===== config.mk =====
export PLATFORM = sky130hd
export DESIGN_NAME = vector_mem
export DESIGN_NICKNAME = d
export VERILOG_FILES = /design/src/rtl/vector_mem.sv
export SDC_FILE = /design/constraint.sdc
export NUM_CORES = 1
export LEC_CHECK = 0
export CORE_MARGIN = 1.5
export CORE_UTILIZATION = 64
export DETAILED_ROUTE_END_ITERATION = 7
export PLACE_DENSITY = 0.92
export SLEW_MARGIN = 15
export SYNTH_ARGS = -nofsm -noshare
export SYNTH_HDL_FRONTEND = slang
export SYNTH_SLANG_ARGS = --single-unit
export TNS_END_PERCENT = 5

===== constraint.sdc =====
create_clock -name clock -period 5.4 [get_ports clock]
set_input_delay 0.81 -clock clock [delete_from_list [all_inputs] [get_ports clock]]
set_output_delay 0.81 -clock clock [all_outputs]
set_load 0.1 [all_outputs]

===== src/rtl/vector_mem.sv =====
// Expected-vector table: DEPTH entries of {mask,data}, synchronous write, asynchronous read.
module vector_mem #(
  parameter int DATA_W = 8,
  parameter int DEPTH  = 16,
  parameter int ADDR_W = 4
) (
  input  logic              clock,
  input  logic              we,
  input  logic [ADDR_W-1:0] waddr,
  input  logic [DATA_W-1:0] wdata,
  input  logic [DATA_W-1:0] wmask,
  input  logic [ADDR_W-1:0] raddr,
  output logic [DATA_W-1:0] rdata,
  output logic [DATA_W-1:0] rmask
);

  // Contents deliberately survive reset so a table can be reused across runs.
  logic [2*DATA_W-1:0] mem [DEPTH];

  always_ff @(posedge clock) begin
    if (we) mem[waddr] <= {wmask, wdata};
  end

  assign rdata = mem[raddr][DATA_W-1:0];
  assign rmask = mem[raddr][2*DATA_W-1:DATA_W];

endmodule


; Yosys cells after proc, flatten, opt, wreduce, memory -nomap -nowiden
; Memory sizes are Yosys's and may differ from the RTL's.
; Index checks and enable logic that the tools add are counted.
[totals]
ff_bits = 0
ramBits = 256
in_bits = 26
output_inout_bits = 16
elab_cells = 3
memories = 1
[classes]
mux = 2
[mem_list]
columns = name, depth, word_bits, rd, rd_clocked_by_memory_dff, write_ports, line
row1 = mem, 16, 16, 1, 0, 1, 18  ; logic [2*DATA_W-1:0] mem [DEPTH];
[op_table]
columns = operator, n
row1 = 2-to-1 mux 1 bit, 2

; Logic depth before layout (Yosys ltp)
; Gate-level depths: netlist (run 1).
[depth]
depth_word = 2
ltp_mapped = 5
ltp_nobuf = 3

; Worst setup path before layout (run 1)
; No wires, ideal clock.
[synth_timing]
kind = input -> output
from = in raddr[1]
to = out rmask[5]
arrival_time_ps = 2395
t_required_ps = 4590
setup_slack_ps = 2195
cell_stages = 5
path_buffers = 2
cell_sequence = buf_2 > buf_1 > mux4_2 > a22oi_1 > nand2_1
[synth_between]
elab_chain_cells = 1
[synth_rtl]
columns = element, line
row1 = start: declaration, 12  ; input logic [ADDR_W-1:0] raddr,
row2 = memory (16 x 16 bit), --
row3 = end: declaration, 14  ; output logic [DATA_W-1:0] rmask
; No other way between the ends.

; Worst setup path in the final report (run 1)
[layout_timing]
from = in raddr[0]
to = out rdata[7]
[layout_between]
elab_chain_cells = 1
[layout_rtl]
columns = element, line
row1 = memory (16 x 16 bit), --
row2 = end: declaration, 13  ; output logic [DATA_W-1:0] rdata,
; No other way between the ends.

==> reports/metrics.yaml, run 1 <==
timing.fmax_mhz: 263
gp_congestion: 0.739
synthToLayoutAreaGrowth_pct: 13.7
fp.coreArea_um2: 14700
synth_cell_types: 18
fp.dieW_um: 126
outcome: "complete, no violations"
startpoint_type: "primary input"
ir_drop_mv: 0.252
overflow: 0
n_antenna_cell: 0
cp-end-kind: "output pin"
utilization_pct: 75.2
layout_min_cycle_time_ns: 3.80
power_frac_comb_pct: 8.1
cts_htree_levels: 1
cts-root-buf: "clkbuf_16"
critPathArrivalTime_ns: 2.99
worst_pin_slew_ns: 1.21
maxSlewViolCount: 0
clockBufferDepth: 3
p_per_area_nw_per_um2: 367
cts_tree: "built"
die-area_um2: 15900
portBuffers: 41
finalHoldViolCount: 0
setup_ws_ns: 1.60
critPathLaunch: "raddr[0]"
rsz0062_at_grt: "false"
setup_viol: 0
grt_max_degree: 42
cts.sinks: 256
hold_start: "wdata[4]"
synth_top_area_share_pct: 79.1
grt.total_usage_pct: 26.9
wire_per_inst_um: 30.4
fp-row-count: 44
placed_cell_area_um2: 10400
total_leakage_power_nw: 3.53
maxCapViolCount: 0
io_pins: 42
hp-class: "in -> reg"
power.switching_uw: 892
dpl.hpwl_mm: 11.2
synthCells: 416
reg_top3: "mem (256)"
syn_avg_cell_area_um2: 23.4
ant_nets: 0
synth_area_um2: 9720
synth_area_leaders: "edfxtp_1 (79%), mux4_2 (13%), mux4_1 (2.7%)"
syn_nets: 442
die_y_um: 126
dr.pass1.iters: 5
largest_reg_flops: 256
drive_above_1_share_pct: 27.3
yosysSeqAreaShare_pct: 79.1
yosysTopAreaCell: "edfxtp_1"
vias: 4709
finalCritPeriodShare_pct: 70.4
layoutNonFillerInstCount: 674
cts.clk_slew.worst_paths_ns: 0.07
whs_ns: 1.21
critPathMaxFanout: 41
ctsResizeCount: 0
drtIter0Drc: 768
grt_pass1_wl_mm: 30.2
slew_headroom_pct: 19.0
numCtsBuffers: 24
p_seq_share_pct: 55.2
holdBufCountCts: 0
p_sw_share_pct: 22.0
ys_warn_count: 0
grt_antenna_before_repair: 0
post-cts-setup-buffer-count: 0
top_register: "mem"
clockPowerShare_pct: 36.8
intPower_mw: 3.17
critPathKind: "in -> out"
drc: 0
initial_core_util_pct: 66.1
final_nets: 503
timing.setup.tns_ns: 0
dp.cells: 635
power.total_mw: 4.06
viasPerCell: 6.99
post-place-ws_ns: 1.59
design_area_um2: 11100
ys_ff_latch: 256
required_ns: 4.59
first_global_vias: 4878
finalWirelength_mm: 20.5
-- cell type report --
| class | count | area [µm²] |
|---|---|---|
| Clock inverter | 9 | 40.0 |
| Fill cell | 745 | 3640 |
| Tap cell | 184 | 230 |
| Timing Repair Buffer | 56 | 475 |
| Sequential cell | 256 | 7690 |
| Clock buffer | 30 | 644 |
| Multi-Input combinational cell | 139 | 1980 |
-- layer usage --
layer  GRT usage (%)  part of all wire, %
met1            37.2                   37
met2            43.6                   50
met3            5.27                  9.6
met4            10.4                  3.2
met5               0                    0
-- placed cells by master, fill, tap and decap left out --
master and n:
nand2_1 17, and2_1 1, clkdlybuf4s50_1 23, buf_2 1
clkinv_1 4, nor3_2 4, nor2_1 1, nand3b_1 2
mux4_2 54, edfxtp_1 256, nor2_2 9, clkbuf_1 5
nor2_4 3, mux4_1 10, nand3_1 1, nor2b_1 2
buf_4 32, a22oi_1 32, nand2b_1 2, clkbuf_16 25
or3b_2 1, clkinv_2 5
-- cell families (layout without fill, tap and decap cells) --
group / after synthesis / in the layout / share of synthesized area (%)
and+or+nand+nor: 43 / 43 / 1.98
AOI/OAI and AO/OA: 32 / 32 / 2.47
buffers and inverters: 21 / 95 / 1.27
DFF: 256 / 256 / 79.1
muxes: 64 / 64 / 15.2
-- Yosys cell counts --
cell	count
and2_1	1
nand2_1	17
or3b_2	1
buf_4	3
buf_2	3
nand3b_1	2
nor3_1	4
nor2_1	13
edfxtp_1	256
buf_1	3
nand3_1	1
clkbuf_1	8
nor2b_1	2
buf_6	4
mux4_2	54
a22oi_1	32
nand2b_1	2
mux4_1	10
-- power groups by stage --
stage / Sequential (mW) / Combinational [mW] / Clock, mW
6_report: 2.24 / 0.327 / 1.49
5_1_grt: 2.24 / 0.341 / 1.58
4_1_cts: 2.24 / 0.326 / 1.50
3_5_place_dp: 2.28 / 0.323 / 0
3_3_place_gp: 2.28 / 0.314 / 0
2_1_floorplan: 2.28 / 0.221 / 0
-- critical path: stages --
cell     delay, ns
buf_4         0.60
buf_4         0.36
mux4_1        0.59
a22oi_1       0.25
nand2_1       0.11
buf_4         0.24
-- final timing paths --
kind / end / slack (ns) / depth (start not counted)
setup / recovery: rdata[7] / 1.60 / 6
hold / removal: mem[7][4] / 1.21 / 1
(Power assumes the default switching activity.)
==> run 2, diff against run 1 <==
- CORE_UTILIZATION: 64 -> 54
- PLACE_DENSITY: 0.92 -> 0.83
- clock period: 5.4 -> 3.23 ns (I/O delays scaled with it)
==> reports/metrics.yaml, run 2 (synthesis gave the netlist of run 1 again) <==
outcome: "complete, no violations"  # unchanged
critPathMaxFanout: 25  # was 41
whs_ns: 0.892  # was 1.21 ns
design_area_um2: 11500  # was 11100 µm²
wirelength_met1_mm: 8.04  # was 7.62 mm
holdBufCountCts: 0  # unchanged
fp-row-count: 48  # was 44
numCtsBuffers: 24  # unchanged
grt_max_degree: 65  # was 42
dp.cells: 688  # was 635
fp.dieW_um: 137  # was 126 µm
power_frac_comb_pct: 8.8  # was 8.1%
clockBufferDepth: 3  # unchanged
drive_above_1_share_pct: 29.1  # was 27.3%
cp-end-kind: "output pin"  # unchanged
cp_common_cell: "buf_12"  # was buf_4
grt_pass1_wl_mm: 30.8  # was 30.2 mm
critPathArrivalTime_ns: 2.25  # was 2.99 ns
top_layer: "met4"  # unchanged
p_per_area_nw_per_um2: 614  # was 367 nW/µm²
drc: 0  # unchanged
cts_htree_levels: 1  # unchanged
die-area_um2: 18800  # was 15900 µm²
cts_tree: "built"  # unchanged
worst_pin_slew_ns: 0.564  # was 1.21 ns
ant_nets: 0  # unchanged
gp_congestion: 0.778  # was 0.739
startpoint_type: "primary input"  # unchanged
die_y_um: 137  # was 126 µm
route.met3.wl_mm: 1.88  # was 1.96 mm
portBuffers: 41  # unchanged
slew_headroom_pct: 62.3  # was 19.0%
overflow: 0  # unchanged
io_pins: 42  # unchanged
power.total_mw: 7.06  # was 4.06 mW
final_nets: 515  # was 503
ir_drop_mv: 0.486  # was 0.252 mV
finalHoldViolCount: 0  # unchanged
total_leakage_power_nw: 3.71  # was 3.53 nW
ctsResizeCount: 0  # unchanged
largest_reg_flops: 256  # unchanged
required_ns: 2.75  # was 4.59 ns
utilization_pct: 66.0  # was 75.2%
maxCapViolCount: 0  # unchanged
seq_area_um2: 7690  # unchanged
met2_length_mm: 10.1  # was 10.2 mm
maxSlewViolCount: 0  # unchanged
multiInputGateArea_um2: 1960  # was 1980 µm²
first_global_vias: 4973  # was 4878
slowest_delay_ns: 0.59  # was 0.60 ns
cts-root-buf: "clkbuf_16"  # unchanged
p_sw_share_pct: 21.7  # was 22.0%
vias: 4669  # was 4709
post-place-ws_ns: 0.523  # was 1.59 ns
setup_ws_ns: 0.498  # was 1.60 ns
finalCritPeriodShare_pct: 84.6
viasPerCell: 6.39  # was 6.99
top_register: "mem"  # unchanged
initial_core_util_pct: 55.8  # was 66.1%
hp-class: "in -> reg"  # unchanged
grt_antenna_before_repair: 0  # unchanged
reg_top3: "mem (256)"  # unchanged
fill_cells: 1068  # was 745
post-cts-setup-buffer-count: 0  # unchanged
timing.fmax_mhz: 366
wire_per_inst_um: 28.1  # was 30.4 µm
drtIter0Drc: 490  # was 768
finalWirelength_mm: 20.6  # was 20.5 mm
intPower_mw: 5.53  # was 3.17 mW
grt.total_usage_pct: 23.3  # was 26.9%
p_seq_share_pct: 53.0  # was 55.2%
cts.sinks: 256  # unchanged
layoutNonFillerInstCount: 731  # was 674
n_antenna_cell: 0  # unchanged
crit_chain: "buf_4 -> buf_12 -> mux4_1 -> a22oi_1 -> nand2_1 -> buf_12"  # was buf_4 -> buf_4 -> mux4_1 -> a22oi_1 -> nand2_1 -> buf_4
synthToLayoutAreaGrowth_pct: 18.2  # was 13.7%
layout_min_cycle_time_ns: 2.73
final_common_cell: "edfxtp_1"  # unchanged
fp.coreArea_um2: 17400  # was 14700 µm²
cts.clk_slew.worst_paths_ns: 0.06  # was 0.07 ns
setup_viol: 0  # unchanged
clockPowerShare_pct: 38.2  # was 36.8%
power.switching_mw: 1.53  # was 892 µW
dr.pass1.iters: 5  # unchanged
placed_cell_area_um2: 10700  # was 10400 µm²
critPathSlowestCell: "mux4_1"  # was buf_4
dpl.hpwl_mm: 11.2  # about the same
timing.setup.tns_ns: 0  # unchanged
critPathKind: "in -> out"  # unchanged
layout_common_cells: "edfxtp_1 (256), mux4_2 (54), a22oi_1 (32), clkbuf_16 (25), buf_4 (24)"  # was edfxtp_1 (256), mux4_2 (54), a22oi_1 (32), buf_4 (32), clkbuf_16 (25)
rsz0062_at_grt: "false"  # unchanged
[run 2: cell count changes in the layout (fill, tap and decap cells not counted)]
cell and delta:
buf_4 -8, nor2_4 -3, bufinv_16 +2, nor2_2 +3, clkbuf_1 +1, buf_12 +20, clkinv_1 +2, clkinv_2 -1
[run 2: power groups by stage]
stage / Clock, mW / Sequential [mW] / Combinational [mW]
after floorplan: 0 / 3.80 / 0.369
final: 2.70 / 3.74 / 0.623
after CTS: 2.73 / 3.74 / 0.626
after global routing: 2.86 / 3.75 / 0.652
after global placement: 0 / 3.80 / 0.611
after detailed placement: 0 / 3.81 / 0.623
[run 2: metal layers]
metal,vias up,track usage [%]
met2,266,38.2
li1,1933,-
met3,43,3.94
met4,0,6.20
met1,2427,33.3
met5,-,0
[run 2: final timing paths]
| kind | from | endpoint | cells past startpoint | slack, ns |
|---|---|---|---|---|
| max | raddr[0] | rdata[6] | 6 | 0.50 |
| min | wdata[3] | mem[6][3] | 1 | 0.89 |
[run 2: worst max-delay path, delay by kind of cell]
family                 cells  cell delay (ns)
buffers and inverters      3             0.78
and+or+nand+nor            1             0.15
muxes                      1             0.59
AOI/OAI and AO/OA          1             0.22
[run 2: cell type report]
| type | instances | area share, % |
|---|---|---|
| flip-flops and latches | 256 | 66.9 |
| multi-input cells | 139 | 17.1 |
| repair buffers | 68 | 7.10 |
| clock buffers | 31 | 5.64 |
| well taps | 225 | 2.45 |
| clock inverters | 12 | 0.892 |
==> run 3, diff against run 2 <==
- clock period: 3.23 -> 2.29 ns (I/O delays scaled with it)
==> reports/metrics.yaml, run 3 (synthesis gave the netlist of run 1 again) <==
largest_reg_flops: 256  # unchanged
setup_viol: 1  # was 0
layoutNonFillerInstCount: 742  # was 731
holdBufCountCts: 0  # unchanged
fp.dieW_um: 137  # unchanged
layout_common_cells: "edfxtp_1 (256), mux4_2 (60), buf_12 (32), clkbuf_16 (25), clkdlybuf4s50_1 (23)"  # was edfxtp_1 (256), mux4_2 (54), a22oi_1 (32), clkbuf_16 (25), buf_4 (24)
first_global_vias: 5131  # was 4973
finalCritPeriodShare_pct: 100
cts-root-buf: "clkbuf_16"  # unchanged
n_antenna_cell: 0  # unchanged
holdPathEnd: "mem[5][9]"  # was mem[6][3]
maxSlewViolCount: 0  # unchanged
numCtsBuffers: 25  # was 24
placed_cell_area_um2: 11000  # was 10700 µm²
maxCapViolCount: 0  # unchanged
post-cts-setup-buffer-count: 0  # unchanged
gp_congestion: 0.783  # was 0.778
slowest_delay_ns: 0.49  # was 0.59 ns
grt_max_degree: 34  # was 65
setup_ws_ns: -0.000506  # was 0.498 ns
ant_nets: 0  # unchanged
fp.coreArea_um2: 17400  # unchanged
rsz0062_at_grt: "true"  # was false
critPathMaxFanout: 1  # was 25
startpoint_type: "flip-flop"  # was primary input
overflow: 0  # unchanged
fp-row-count: 48  # unchanged
dr.pass1.iters: 5  # unchanged
slew_headroom_pct: 60.4  # was 62.3%
grt_pass1_wl_mm: 32.7  # was 30.8 mm
required_ns: 1.95  # was 2.75 ns
drtIter0Drc: 759  # was 490
drc: 0  # unchanged
outcome: "finished with violations"  # was complete, no violations
cts_tree: "built"  # unchanged
finalWirelength_mm: 22.0  # was 20.6 mm
synthToLayoutAreaGrowth_pct: 22.4  # was 18.2%
portBuffers: 41  # unchanged
cts.clk_slew.worst_paths_ns: 0.06  # about the same
ir_drop_mv: 0.939  # was 0.486 mV
cts.sinks: 256  # unchanged
critPathSlowestCell: "mux4_2"  # was mux4_1
crit_chain: "mux4_2 -> a22oi_2 -> nand2_2 -> buf_12"  # was buf_4 -> buf_12 -> mux4_1 -> a22oi_1 -> nand2_1 -> buf_12
hp-class: "in -> reg"  # unchanged
timing.setup.tns_ns: -0.000506  # was 0 ns
dpl.hpwl_mm: 11.9  # was 11.2 mm
dp.cells: 697  # was 688
violations: "negative setup slack"
critPathArrivalTime_ns: 1.95  # was 2.25 ns
die_y_um: 137  # unchanged
p_per_area_nw_per_um2: 870  # was 614 nW/µm²
total_leakage_power_nw: 3.80  # was 3.71 nW
clockBufferDepth: 3  # unchanged
holdPathStages: 1  # unchanged
worst_pin_slew_ns: 0.592  # was 0.564 ns
top_register: "mem"  # unchanged
io_pins: 42  # unchanged
critPathKind: "reg -> out"  # was in -> out
die-area_um2: 18800  # unchanged
power.total_mw: 10.4  # was 7.06 mW
cts_htree_levels: 1  # unchanged
final_nets: 525  # was 515
drive_above_1_share_pct: 38.1  # was 29.1%
critPathLaunch: "mem[0][1]"  # was raddr[0]
wire_per_inst_um: 29.7  # was 28.1 µm
utilization_pct: 68.3  # was 66.0%
grt.total_usage_pct: 25.1  # was 23.3%
layout_min_cycle_time_ns: 2.29
cp-end-kind: "output pin"  # unchanged
reg_top3: "mem (256)"  # unchanged
timing.fmax_mhz: 437
hold_start: "wmask[1]"  # was wdata[3]
viasPerCell: 6.51  # was 6.39
final_common_cell: "edfxtp_1"  # unchanged
finalHoldViolCount: 0  # unchanged
design_area_um2: 11900  # was 11500 µm²
vias: 4830  # was 4669
grt_antenna_before_repair: 0  # unchanged
initial_core_util_pct: 55.8  # unchanged
==> run 3: changes by cell type in the layout (fill, tap and decap cells not counted), moves of 2 or more <==
| cell | before | now |
|---|---|---|
| nand2_1 | 17 | 7 |
| buf_4 | 24 | 20 |
| bufinv_16 | 2 | 4 |
| mux4_1 | 10 | 4 |
| a22oi_1 | 32 | 11 |
| clkbuf_1 | 6 | 3 |
| a22oi_2 | 0 | 21 |
| mux4_2 | 54 | 60 |
| nand2_2 | 0 | 10 |
| clkinvlp_4 | 0 | 2 |
| buf_12 | 20 | 32 |
==> run 3: repair_timing <==
action                                  4_1_cts  5_1_grt
endpoints found under the setup margin       13       15
pin swaps                                     9        1
resized for setup                            28       10
==> run 3: critical path, delay by kind of cell, from the launching register on <==
family / cells / cell delay, ns
mux: 1 / 0.49
flops: 1 / 0.43
compound gates: 1 / 0.23
buf+inv: 1 / 0.18
simple gates: 1 / 0.10
==> run 3: power breakdown <==
group	internal, mW	total, mW	switching, mW
Combinational	0.378	0.961	0.583
Clock	2.45	4.11	1.66
Sequential	5.25	5.28	0.0263
==> run 3: layer usage <==
metal  GRT usage [%]  part of all wire (%)  vias to the layer above
li1                -                     -                     1951
met5               0                     0                        -
met2            39.7                    50                      299
met3            5.41                   9.4                       46
met4            10.5                   2.8                        0
met1            34.5                    38                     2534
==> run 3: layout make-up <==
type	count	area, µm²
Clock buffer	28	637
Clock inverter	17	185
Fill cell	1024	5520
Multi-Input combinational cell	139	2070
Sequential cell	256	7690
Tap cell	225	282
Timing Repair Buffer	77	1040
==> run 3: worst max path at each step <==
stage / end / slack [ns] / cells past startpoint
floorplan: rmask[5] / 0.02 / 5
global placement: rdata[6] / 0.03 / 6
detailed placement: rdata[6] / 0.008 / 6
CTS: rmask[3] / -0.02 / 4
global route: rdata[1] / -0.04 / 4
finish: rdata[1] / -0.0005 / 4
==> run 3: per-stage QoR <==
step                      worst slack (ns)  hold slack (ns)
after CTS                          -0.0215            0.724
after global routing               -0.0437            0.774
after detailed placement           0.00824             1.22
after global placement              0.0307             1.20
final                            -0.000506            0.747
after floorplan                     0.0176            0.442
